### config.mk
export PLATFORM = sky130hd
export DESIGN_NAME = timer_core
export DESIGN_NICKNAME = d
export VERILOG_FILES = /design/src/rtl/timer_core.sv
export SDC_FILE = /design/constraint.sdc
export NUM_CORES = 1
export LEC_CHECK = 0
export BUFFER_PORTS_ARGS = -buffer_cell sky130_fd_sc_hd__buf_4
export CORE_MARGIN = 8
export CORE_UTILIZATION = 55
export CTS_CLUSTER_SIZE = 20
export DETAILED_ROUTE_END_ITERATION = 8
export PLACE_DENSITY_LB_ADDON = 0.15
export SYNTH_ARGS = -nofsm -noshare
export SYNTH_HDL_FRONTEND = slang
export SYNTH_SLANG_ARGS = --single-unit
### constraint.sdc
create_clock -name MCLK -period 4.1 [get_ports MCLK]
set_input_delay 0.41 -clock MCLK [delete_from_list [all_inputs] [get_ports MCLK]]
set_output_delay 0.41 -clock MCLK [all_outputs]
set_load 0.1 [all_outputs]
### src/rtl/timer_core.sv
// rtl/timer_core.sv - BCD mm:ss up/down timer with internal tick prescaler and alarm
module timer_core #(
  parameter int TICK_CYCLES = 25175000,
  parameter int MAX_MIN     = 99,
  parameter int ALARM_TICKS = 10
) (
  input  logic       MCLK,
  input  logic       RST_N,
  input  logic       START_STOP,
  input  logic       ADD_SEC,
  input  logic       ADD_MIN,
  input  logic       CLEAR,
  input  logic       MODE_UP,
  output logic [3:0] MIN_1,
  output logic [3:0] MIN_0,
  output logic [3:0] SEC_1,
  output logic [3:0] SEC_0,
  output logic       RUNNING,
  output logic       ALARM,
  output logic       TICK
);

  localparam int PW = $clog2(TICK_CYCLES);
  localparam int AW = $clog2(ALARM_TICKS + 1);
  localparam logic [3:0]  MAX_M1  = 4'(MAX_MIN / 10);
  localparam logic [3:0]  MAX_M0  = 4'(MAX_MIN % 10);
  localparam logic [15:0] MAX_VAL = {MAX_M1, MAX_M0, 4'd5, 4'd9};

  typedef enum logic [1:0] {S_IDLE, S_RUN, S_ALARM} state_t;

  state_t          state_q, state_d;
  logic [15:0]     val_q, val_d;
  logic [PW-1:0]   presc_q, presc_d;
  logic [AW-1:0]   alm_q, alm_d;
  logic            mode_q, mode_d;
  logic            tick_q, tick_d;
  logic            running_q, alarm_q;
  logic            wrap;
  logic [15:0]     step;
  logic [15:0]     limit;

  // Minute increment wraps MAX_MIN back to 00.
  function automatic logic [7:0] min_inc(input logic [7:0] m);
    logic [3:0] m1, m0;
    {m1, m0} = m;
    if (m1 == MAX_M1 && m0 == MAX_M0) begin
      m1 = 4'd0;
      m0 = 4'd0;
    end else if (m0 != 4'd9) begin
      m0 = m0 + 4'd1;
    end else begin
      m0 = 4'd0;
      m1 = m1 + 4'd1;
    end
    return {m1, m0};
  endfunction

  function automatic logic [15:0] bcd_inc(input logic [15:0] v);
    logic [3:0] s1, s0;
    logic [7:0] m;
    {m, s1, s0} = v;
    if (v == MAX_VAL) return 16'h0000;
    if (s0 != 4'd9) begin
      s0 = s0 + 4'd1;
    end else begin
      s0 = 4'd0;
      if (s1 != 4'd5) begin
        s1 = s1 + 4'd1;
      end else begin
        s1 = 4'd0;
        m  = min_inc(m);
      end
    end
    return {m, s1, s0};
  endfunction

  // Only called from nonzero values; the RUN state never steps down from 00:00.
  function automatic logic [15:0] bcd_dec(input logic [15:0] v);
    logic [3:0] m1, m0, s1, s0;
    {m1, m0, s1, s0} = v;
    if (s0 != 4'd0) begin
      s0 = s0 - 4'd1;
    end else begin
      s0 = 4'd9;
      if (s1 != 4'd0) begin
        s1 = s1 - 4'd1;
      end else begin
        s1 = 4'd5;
        if (m0 != 4'd0) begin
          m0 = m0 - 4'd1;
        end else begin
          m0 = 4'd9;
          m1 = m1 - 4'd1;
        end
      end
    end
    return {m1, m0, s1, s0};
  endfunction

  always_comb begin
    state_d = state_q;
    val_d   = val_q;
    presc_d = presc_q;
    alm_d   = alm_q;
    mode_d  = mode_q;
    tick_d  = 1'b0;
    wrap    = (presc_q == PW'(TICK_CYCLES - 1));
    step    = mode_q ? bcd_inc(val_q) : bcd_dec(val_q);
    limit   = mode_q ? MAX_VAL : 16'h0000;
    case (state_q)
      S_IDLE: begin
        presc_d = '0;
        if (CLEAR) begin
          val_d = 16'h0000;
        end else if (START_STOP) begin
          if (!(MODE_UP ? (val_q == MAX_VAL) : (val_q == 16'h0000))) begin
            mode_d  = MODE_UP;
            state_d = S_RUN;
          end
        end else if (ADD_MIN) begin
          val_d = {min_inc(val_q[15:8]), val_q[7:0]};
        end else if (ADD_SEC) begin
          val_d = bcd_inc(val_q);
        end
      end
      S_RUN: begin
        presc_d = wrap ? '0 : presc_q + PW'(1);
        if (CLEAR) begin
          state_d = S_IDLE;
          val_d   = 16'h0000;
        end else if (START_STOP) begin
          state_d = S_IDLE;
        end else if (wrap) begin
          tick_d = 1'b1;
          val_d  = step;
          if (step == limit) begin
            state_d = S_ALARM;
            alm_d   = '0;
          end
        end
      end
      S_ALARM: begin
        presc_d = wrap ? '0 : presc_q + PW'(1);
        if (CLEAR) begin
          state_d = S_IDLE;
          val_d   = 16'h0000;
        end else if (START_STOP || ADD_SEC || ADD_MIN) begin
          state_d = S_IDLE;
        end else if (wrap) begin
          tick_d = 1'b1;
          if (alm_q == AW'(ALARM_TICKS - 1)) state_d = S_IDLE;
          else                               alm_d   = alm_q + AW'(1);
        end
      end
      default: state_d = S_IDLE;
    endcase
  end

  always_ff @(posedge MCLK) begin
    if (!RST_N) begin
      state_q   <= S_IDLE;
      val_q     <= 16'h0000;
      presc_q   <= '0;
      alm_q     <= '0;
      mode_q    <= 1'b0;
      tick_q    <= 1'b0;
      running_q <= 1'b0;
      alarm_q   <= 1'b0;
    end else begin
      state_q   <= state_d;
      val_q     <= val_d;
      presc_q   <= presc_d;
      alm_q     <= alm_d;
      mode_q    <= mode_d;
      tick_q    <= tick_d;
      running_q <= (state_d == S_RUN);
      alarm_q   <= (state_d == S_ALARM);
    end
  end

  assign {MIN_1, MIN_0, SEC_1, SEC_0} = val_q;
  assign RUNNING = running_q;
  assign ALARM   = alarm_q;
  assign TICK    = tick_q;

endmodule

==> flow_results.org, run 1 <==
** Logic synthesis
- After synthesis the netlist holds a flip-flop and latch count of 51.
- Multiplexer fraction of the synthesized cell area :: 0.0229
- Top area cells in the synthesized netlist :: dfxtp_1 26%, ha_1 6.4%, nor2_1 6.3%
- Of the total synthesized cell area, the portion taken by XOR and XNOR cells is 0.0578.
- Post-synth top area cell :: dfxtp_1
- Unique cell type count in the Yosys netlist :: 74
- Post-Synthesis Cell Area :: 3940 sq um
- Averaged over all synthesized cells, the footprint is about 7.5 sq um.
- Fraction of the mapped netlist area in compound gates :: 0.222
- Count of flip-flops with a built-in enable after synthesis :: 0
- Number of cells produced by synthesis :: 524
- Main combinational cell family by area after synthesis :: simple AND/OR/NAND/NOR gates
- Number of warnings printed during yosys synthesis :: 0
- Of the total synthesized cell area, the portion taken by AND, OR, NAND and NOR gates is 0.315.
- Counting flops with an async set or reset pin after synthesis yields a share of 0.
- Post-Synthesis Net Count :: 551
- Sequential element share of the synthesized area :: 0.259
- Predominant post-synthesis flop cell :: dfxtp_1
- Of the post-synthesis cell area, the dominant cell type holds 0.259.
- Adder-Cell Fraction of Synth Area :: 0.0635

** Timing
- The final count of pins violating max slew came to 0.
- Setup violations, final :: 0
- Static timing analysis puts the maximum clock frequency at slightly above 0.3 GHz.
- Setup repair after global routing left no endpoint under its margin.
- Worst slew pin tran :: between 0.7 and 0.8 ns
- Minimum clock period after layout :: 3.31 ns
- Setup TNS :: 0 ns
- The number of failing hold endpoints at the final stage came to 0.
- Final worst-path cycle share :: 0.807
- Across the routed clock network, the largest skew measured is 0.00456 ns.
- After layout, the worst setup slack is 0.790 ns.
- Max transition margin :: 0.484

** Global route
- All-layer global routing usage :: 0.211
- Pin count of the biggest net entering global routing :: 36
- The via count of the first global-routing pass was between 3000 and 4000.
- Total global routing overflow :: 0
- First-pass GRT wire length :: 17600 microns
- Antenna violations before repair :: 0

** Job
- # Max-Cap Violations :: 0

** Setup path
- Required arrival time at the worst endpoint :: 4.33 ns
- Largest fanout of any net on the critical path :: 13
- The worst setup path is captured at a flip-flop.
- Grouping stages by cell kind, the critical path spends the most delay in simple AND/OR/NAND/NOR gates.
- In this design, the stage delay of the slowest critical-path cell is 0.53 ns.
- Crit path cell chain :: ha_1 -> nand3b_1 -> o211a_1 -> nor4_1 -> o211ai_1 -> nor4_1 -> nand4b_1 -> or2_1 -> a211oi_1
- Crit path top cell by count :: nor4_1
- The setup path with the least slack is of type reg2reg.
- CP Launch Type :: flip-flop
- Worst R2R Setup Slack :: between 0.7 and 0.8 ns
- For the worst setup path, the data arrival time is 3.54 ns.
- Crit path buf inv count :: 0
- Cell with the biggest individual delay on the critical path :: dfxtp_1

** Floorplanning
- The die covers slightly above 10000 sq um.
- Area of the core region :: 7100 sq um
- The floorplan has 31 rows.
- In this run the vertical extent of the chip is 101 microns.
- The initial utilization of the core area, before any placement, comes to 0.555.
- Width of the die :: ~100 microns
- Number of I/O pins :: 26

** Status
- Status :: finished clean

** CTS
- The number of gates resized after CTS was 0.
- CTS Buf Count :: 5
- The clock reaches the later pin of the worst-skew pair after roughly 0.31 ns.
- The tree is rooted in a clkbuf_8.
- Number of buffers inserted for hold repair after clock tree synthesis :: 0
- Number of buffers inserted by post-CTS setup repair :: 0
- H-tree depth :: 2
- Counting every sink on the clock net gives 51.
- Clk slew on worst S/H paths :: 0.10 ns
- Maximum clock path buffer count :: 2
- TritonCTS built the clock tree.

** Layout
- Share of post-route cells with drive strength above 1 :: 0.0870
- The library cell used most frequently in the layout, excluding fill and tap cells, is nor2_1.
- Number of inserted diodes :: 0
- Layout overhead on the synthesized area :: 7.34%
- Nets :: 555
- For this run, the share of the core covered by cells in the final layout is 0.596.
- Leaving out fill and tap cells, the most frequent cells in the layout are 66 x nor2_1, 51 x dfxtp_1, 48 x nand2_1.

** Placed design
- Before CTS, the worst setup slack after placement is 0.849 ns.
- The congestion estimate from routability-driven global placement came to 0.980.
- Detailed placer's ending HPWL :: around 7800 microns
- Input and output buffers added on the ports amount to 25.

** Pwr
- Leakage power of the design :: 1.48 nW
- Max rail drop VDD :: approximately 160 uV
- In this run the power density over the cells is 238 nW/um^2.

** Detailed routing
- The detail route stage leaves a number of antenna-violating nets equal to 0.
- Dividing the detail-routed via count by the number of cells gives 6.25.
- DR DRC count :: 0
- WL/cell :: 16.7 microns
- The first detailed-routing pass ran for 5 iterations.
- For this block, the via count after detailed routing is 3923.
- Final WL :: between 10000 and 15000 microns
- The first routing iteration left 311 violations.

** Hold path
- Min-delay worst type :: in2reg
-- per-layer routing --
| layer | wire length, microns | part of all wire | track usage | vias up |
|---|---|---|---|---|
| met5 | 0 | 0 | 0 | - |
| met4 | 146 | 0.014 | 0.0616 | 0 |
| met3 | 651 | 0.062 | 0.0318 | 16 |
| met2 | 4780 | 0.46 | 0.339 | 131 |
| met1 | 4920 | 0.47 | 0.284 | 1852 |
| li1 | - | - | - | 1924 |
-- metrics by stage --
stage	cells	cell area (sq um)	hold slack, ns	total power [mW]
final	628	4230	0.372	1.01
after global routing	628	4230	0.374	1.05
after CTS	628	4230	0.367	1.01
after detailed placement	620	4130	0.470	0.695
after global placement	620	4130	0.461	0.694
after floorplan	524	3940	0.441	0.651
-- cell families (layout without fill, tap and decap cells) --
| kind of cell | Yosys count | after routing |
|---|---|---|
| xor gates and xnor gates | 26 | 26 |
| AOI/OAI and AO/OA | 131 | 131 |
| adders and majority gates | 20 | 20 |
| muxes | 9 | 9 |
| DFF | 51 | 51 |
| and+or+nand+nor | 231 | 231 |
| buffers and inverters | 56 | 61 |
-- state kept, by name (all words and copies together) (netlist names) --
name / flops
mode_q: 1
alm_q: 4
presc_q: 25
TICK: 1
RUNNING: 1
val_q: 16
state_q: 2
ALARM: 1
-- worst paths after layout --
path                  from  endpoint  cells past startpoint
setup / recovery  val_q[0]     ALARM                      9
hold / removal     MODE_UP    mode_q                      3
setup reg to reg  val_q[0]     ALARM                      9
hold reg to reg   alm_q[3]  alm_q[3]                      1
-- tightest hold or removal path, stage by stage --
cell and delay [ns]:
buf_4 0.12, nand3_1 0.06, a21oi_1 0.05
-- synthesized netlist by cell type, types with 2 or more instances --
| library cell | n |
|---|---|
| nor3b_1 | 2 |
| nand4b_1 | 4 |
| and3_1 | 9 |
| a22oi_1 | 3 |
| o21ai_1 | 2 |
| o211ai_1 | 4 |
| a21oi_1 | 32 |
| a211o_1 | 2 |
| o2111ai_1 | 2 |
| a211oi_1 | 5 |
| o32ai_1 | 3 |
| xnor2_1 | 10 |
| a41oi_1 | 3 |
| ha_1 | 20 |
| nand2_1 | 48 |
| o41ai_1 | 2 |
| nor3_1 | 10 |
| and4_1 | 2 |
| a311oi_1 | 3 |
| a32oi_1 | 6 |
| o31ai_1 | 6 |
| or4_1 | 2 |
| buf_2 | 11 |
| xor2_1 | 16 |
| mux2i_1 | 9 |
| clkbuf_1 | 17 |
| dfxtp_1 | 51 |
| nor4b_1 | 3 |
| a21boi_0 | 3 |
| and3b_1 | 4 |
| nand3b_1 | 5 |
| nand3_1 | 21 |
| or3_1 | 7 |
| nand2b_1 | 11 |
| a31oi_1 | 9 |
| o22ai_1 | 4 |
| nor4_2 | 2 |
| nor2b_1 | 4 |
| o21ai_0 | 26 |
| nand4_1 | 9 |
| nor2_1 | 66 |
| inv_1 | 25 |
| nor4_1 | 10 |
-- report_power, final --
part           leakage [nW]  switching [mW]  internal, mW
logic                  1.02           0.123        0.0568
registers             0.411         0.00765         0.500
clock network        0.0516           0.181         0.139
total                  1.48           0.311         0.695
-- final cells by class --
| cell class | count | area, sq um |
|---|---|---|
| inverter | 25 | 93.8 |
| multi-input combinational | 417 | 2680 |
| clock inverter | 2 | 13.8 |
| clock buffer | 6 | 82.6 |
| tap | 99 | 124 |
| fill | 691 | 2870 |
| sequential | 51 | 1020 |
| timing repair buffer | 28 | 210 |
No activity file was read; power rests on OpenSTA's default activity.
==> run 2, diff against run 1 <==
==> constraint.sdc (replaced) <==
create_clock -name MCLK -period 3.08 [get_ports MCLK]
set_input_delay 0.308 -clock MCLK [delete_from_list [all_inputs] [get_ports MCLK]]
set_output_delay 0.308 -clock MCLK [all_outputs]
set_load 0.1 [all_outputs]
==> run 2 against run 1 <==
Core utilization grew 3.5 points; clock power up 37%; first-iteration DRC count grew 23%; fmax grew 10%; cell count up 4.1%.
==> flow_results.org, run 2 (synthesized netlist as in run 1, its figures left out) <==
** Layout
- In the final layout, the registers with the most flip-flops are presc_q: 25 flops, val_q: 16 flops, alm_q: 4 flops.
- Layout overhead on the synthesized area :: 13.6%
- Post-layout instance count excluding filler cells :: 654 (+4.1%)
- Register bank with the most flops :: presc_q
- The library cell used most frequently in the layout, excluding fill and tap cells, is nor2_1.
- Leaving out fill and tap cells, the most frequent cells in the layout are 65 x nor2_1, 54 x buf_4, 48 x nand2_1.
- Post-Route Utilization :: 0.631 (+0.0347)
- The share of cells above drive strength 1 came to 0.169 (+0.0824).
- The final net count is 581 (+4.7%).
- Number of inserted diodes :: 0 (unchanged)
- The number of fill cells is 675 (-2.3%).
- Layout Cell Area excl Fill :: 4480 sq um (+5.8%)
- Max reg flops :: 25 (unchanged)

** Detailed routing
- The via total after detailed routing came to 4172 (+6.3%).
- The detailed router's first-iteration violation count is 382 (+23%).
- The number of nets with antenna violations after routing came to 0 (unchanged).
- Vias per std cell :: 6.38 (+2.1%)
- The routed length per instance was 17.6 microns (+5.2%).
- The DRC violations left was 0 (unchanged).
- The total wirelength of the detailed-routed design came to 11500 microns (+9.5%).
- Detailed-routing iteration count for the pre-antenna-repair pass :: 7 (+2)

** Floorplanning
- The floorplan die width came to 101 microns (unchanged).
- The core box area was 7100 sq um (unchanged).
- The die extent in y is 101 microns (unchanged).
- Core Rows :: 31 (unchanged)
- The count of boundary I/O pins was 26 (unchanged).
- Die ar. :: 10100 sq um (unchanged)
- The effective utilization at floorplan is 0.555 (unchanged).

** Pwr
- The static leakage is 1.62 nW (+9.1%).
- Switching part of the total :: 0.316 (+0.00673)
- Max rail drop VDD :: 264 uV (+67%)
- The internal power came to 942 uW (+36%).
- The portion of total power attributed to the clock network came to 0.317 (about the same).
- P per Cell Area :: 308 nW/um^2 (+29%)
- Share of total power in sequential cells :: 0.488 (-0.016)
- The part of the power in combinational logic is 0.195 (+0.017).
- The switching power of the nets is 435 uW (+40%).

** CTS
- The number of buffers between clock root and the deepest sink was 2 (unchanged).
- Clk sink count :: 51 (unchanged)
- TritonCTS built the clock tree.
- In this run the clock root is driven by a clkbuf_8.
- H-tree depth :: 2 (unchanged)
- The clock latency reported for the late side of the worst-skew pair came to 0.31 ns (about the same).
- The CTS clock-pin slew for the worst setup and hold paths is 0.11 ns (about the same).
- CTS Buf Count :: 5 (unchanged)

** Timing
- Achievable frequency :: 0.334 GHz (+10%)
- The worst hold slack across all endpoints is 0.278 ns (-0.0933 ns).
- The normalized max-slew margin was 0.432 (-0.0527).
- The setup clock skew after layout is 0.00934 ns (+0.00478 ns).
- The final cycle utilization of the critical path came to 0.973 (+0.166).
- Count of pins over their slew limit :: 0 (unchanged)
- Setup violations, final :: 0 (unchanged)
- Worst slew pin tran :: 0.851 ns (+0.0790 ns)
- Minimum clock period after layout :: 3.00 ns (-0.312 ns)
- Endpoints failing hold :: 0 (unchanged)

** Placed design
- Detailed placer's ending HPWL :: 8320 microns (+6.9%)
- The placed instance area came to 4300 sq um (+3.9%).
- Dpl cells :: 640 (+3.2%)
- IO buf count :: 25 (unchanged)
- The final weighted congestion in routability-driven placement was 0.963 (-1.8%).

** Setup path
- CP Launch Type :: flip-flop
- The most critical setup path has its endpoint at alm_q[1].
- The most critical setup path has its startpoint at val_q[8].
- The required time of the critical path came to 3.31 ns (-1.02 ns).
- Path type of the worst setup path :: reg2reg
- Sort of element at the end of the critical path :: flip-flop
- The data arrival time of the worst path was 3.23 ns (-0.31 ns).
- The worst register-to-register path begins at val_q[8].
- Largest fanout of any net on the critical path :: 7 (-6)
- Reg-to-reg endpoint :: alm_q[1]
- The worst reg-to-reg setup slack is 0.08 ns (-0.71 ns).
- The worst reg-to-reg path cell count came to 10 (+1).

** Global route
- Pin count of the biggest net entering global routing :: 25 (-31%)
- Antenna violations before repair :: 0 (unchanged)
- The via count of the first global-routing pass was 4068 (+14%).
- Total global routing overflow :: 0 (unchanged)
- The total routing usage reported by global routing came to 0.232 (+0.0210).
- First-pass GRT wire length :: 19500 microns (+11%)

** Hold path
- Min-delay worst type :: in2reg

** Job
- # Max-Cap Violations :: 0 (unchanged)

** Status
- Status :: finished clean
## run 2: cell types whose count changed in the layout (fill, tap and decap cells not counted), sizes merged
cell / delta
buf: +26
## run 2: worst min path at each step
stage | start | end | slack, ns | cells after the start
final | MODE_UP | mode_q | 0.28 | 3
after floorplan | alm_q[3] | alm_q[3] | 0.44 | 1
after CTS | MODE_UP | mode_q | 0.27 | 3
after global placement | alm_q[3] | alm_q[3] | 0.46 | 1
after global routing | RST_N | alm_q[3] | 0.29 | 3
after detailed placement | alm_q[3] | alm_q[3] | 0.46 | 1
## run 2: power groups by stage
| stage | sequential (mW) | combinational, mW | clock, mW |
|---|---|---|---|
| after global placement | 0.689 | 0.248 | 0 |
| after CTS | 0.674 | 0.250 | 0.445 |
| after global routing | 0.673 | 0.289 | 0.466 |
| after floorplan | 0.714 | 0.153 | 0 |
| final | 0.672 | 0.268 | 0.437 |
| after detailed placement | 0.689 | 0.250 | 0 |
## run 2: timing repair
item | CTS | global route
hold buffers | 0 | 0
buffers inserted | 0 | 6
gates resized for setup | 0 | 16
setup endpoints to repair | 0 | 8
## run 2: stage by stage
| step | power, mW | setup TNS [ns] | setup WS [ns] |
|---|---|---|---|
| after floorplan | 0.867 | 0 | 0.0243 |
| after global placement | 0.936 | 0 | 0.122 |
| after detailed placement | 0.939 | 0 | 0.0292 |
| after CTS | 1.37 | 0 | 0.0128 |
| after global routing | 1.43 | -0.00711 | -0.00511 |
| final | 1.38 | 0 | 0.0818 |
## run 2: routing by layer
| layer | share of wire | global-route usage |
|---|---|---|
| met1 | 0.44 | 0.299 |
| met2 | 0.47 | 0.381 |
| met3 | 0.069 | 0.0297 |
| met4 | 0.026 | 0.0965 |
| met5 | 0 | 0 |
## run 2: worst max-delay path, stage by stage (launching register included)
cell      delay, ns
dfxtp_4        0.38
inv_2          0.10
ha_4           0.18
or3b_2         0.50
nor4_4         0.35
a211o_1        0.15
o311ai_1       0.14
and4bb_1       0.36
a32oi_2        0.12
or4_1          0.49
a21oi_1        0.15
## run 2: cell type report
type                    count  area (sq um)  share of cell area
multi-input cells         417          2720               0.607
flip-flops and latches     51          1040               0.232
repair buffers             54           405              0.0906
well taps                  99           124              0.0277
inverters                  25          93.8              0.0210
clock buffers               6          82.6              0.0185
clock inverters             2          13.8             0.00308
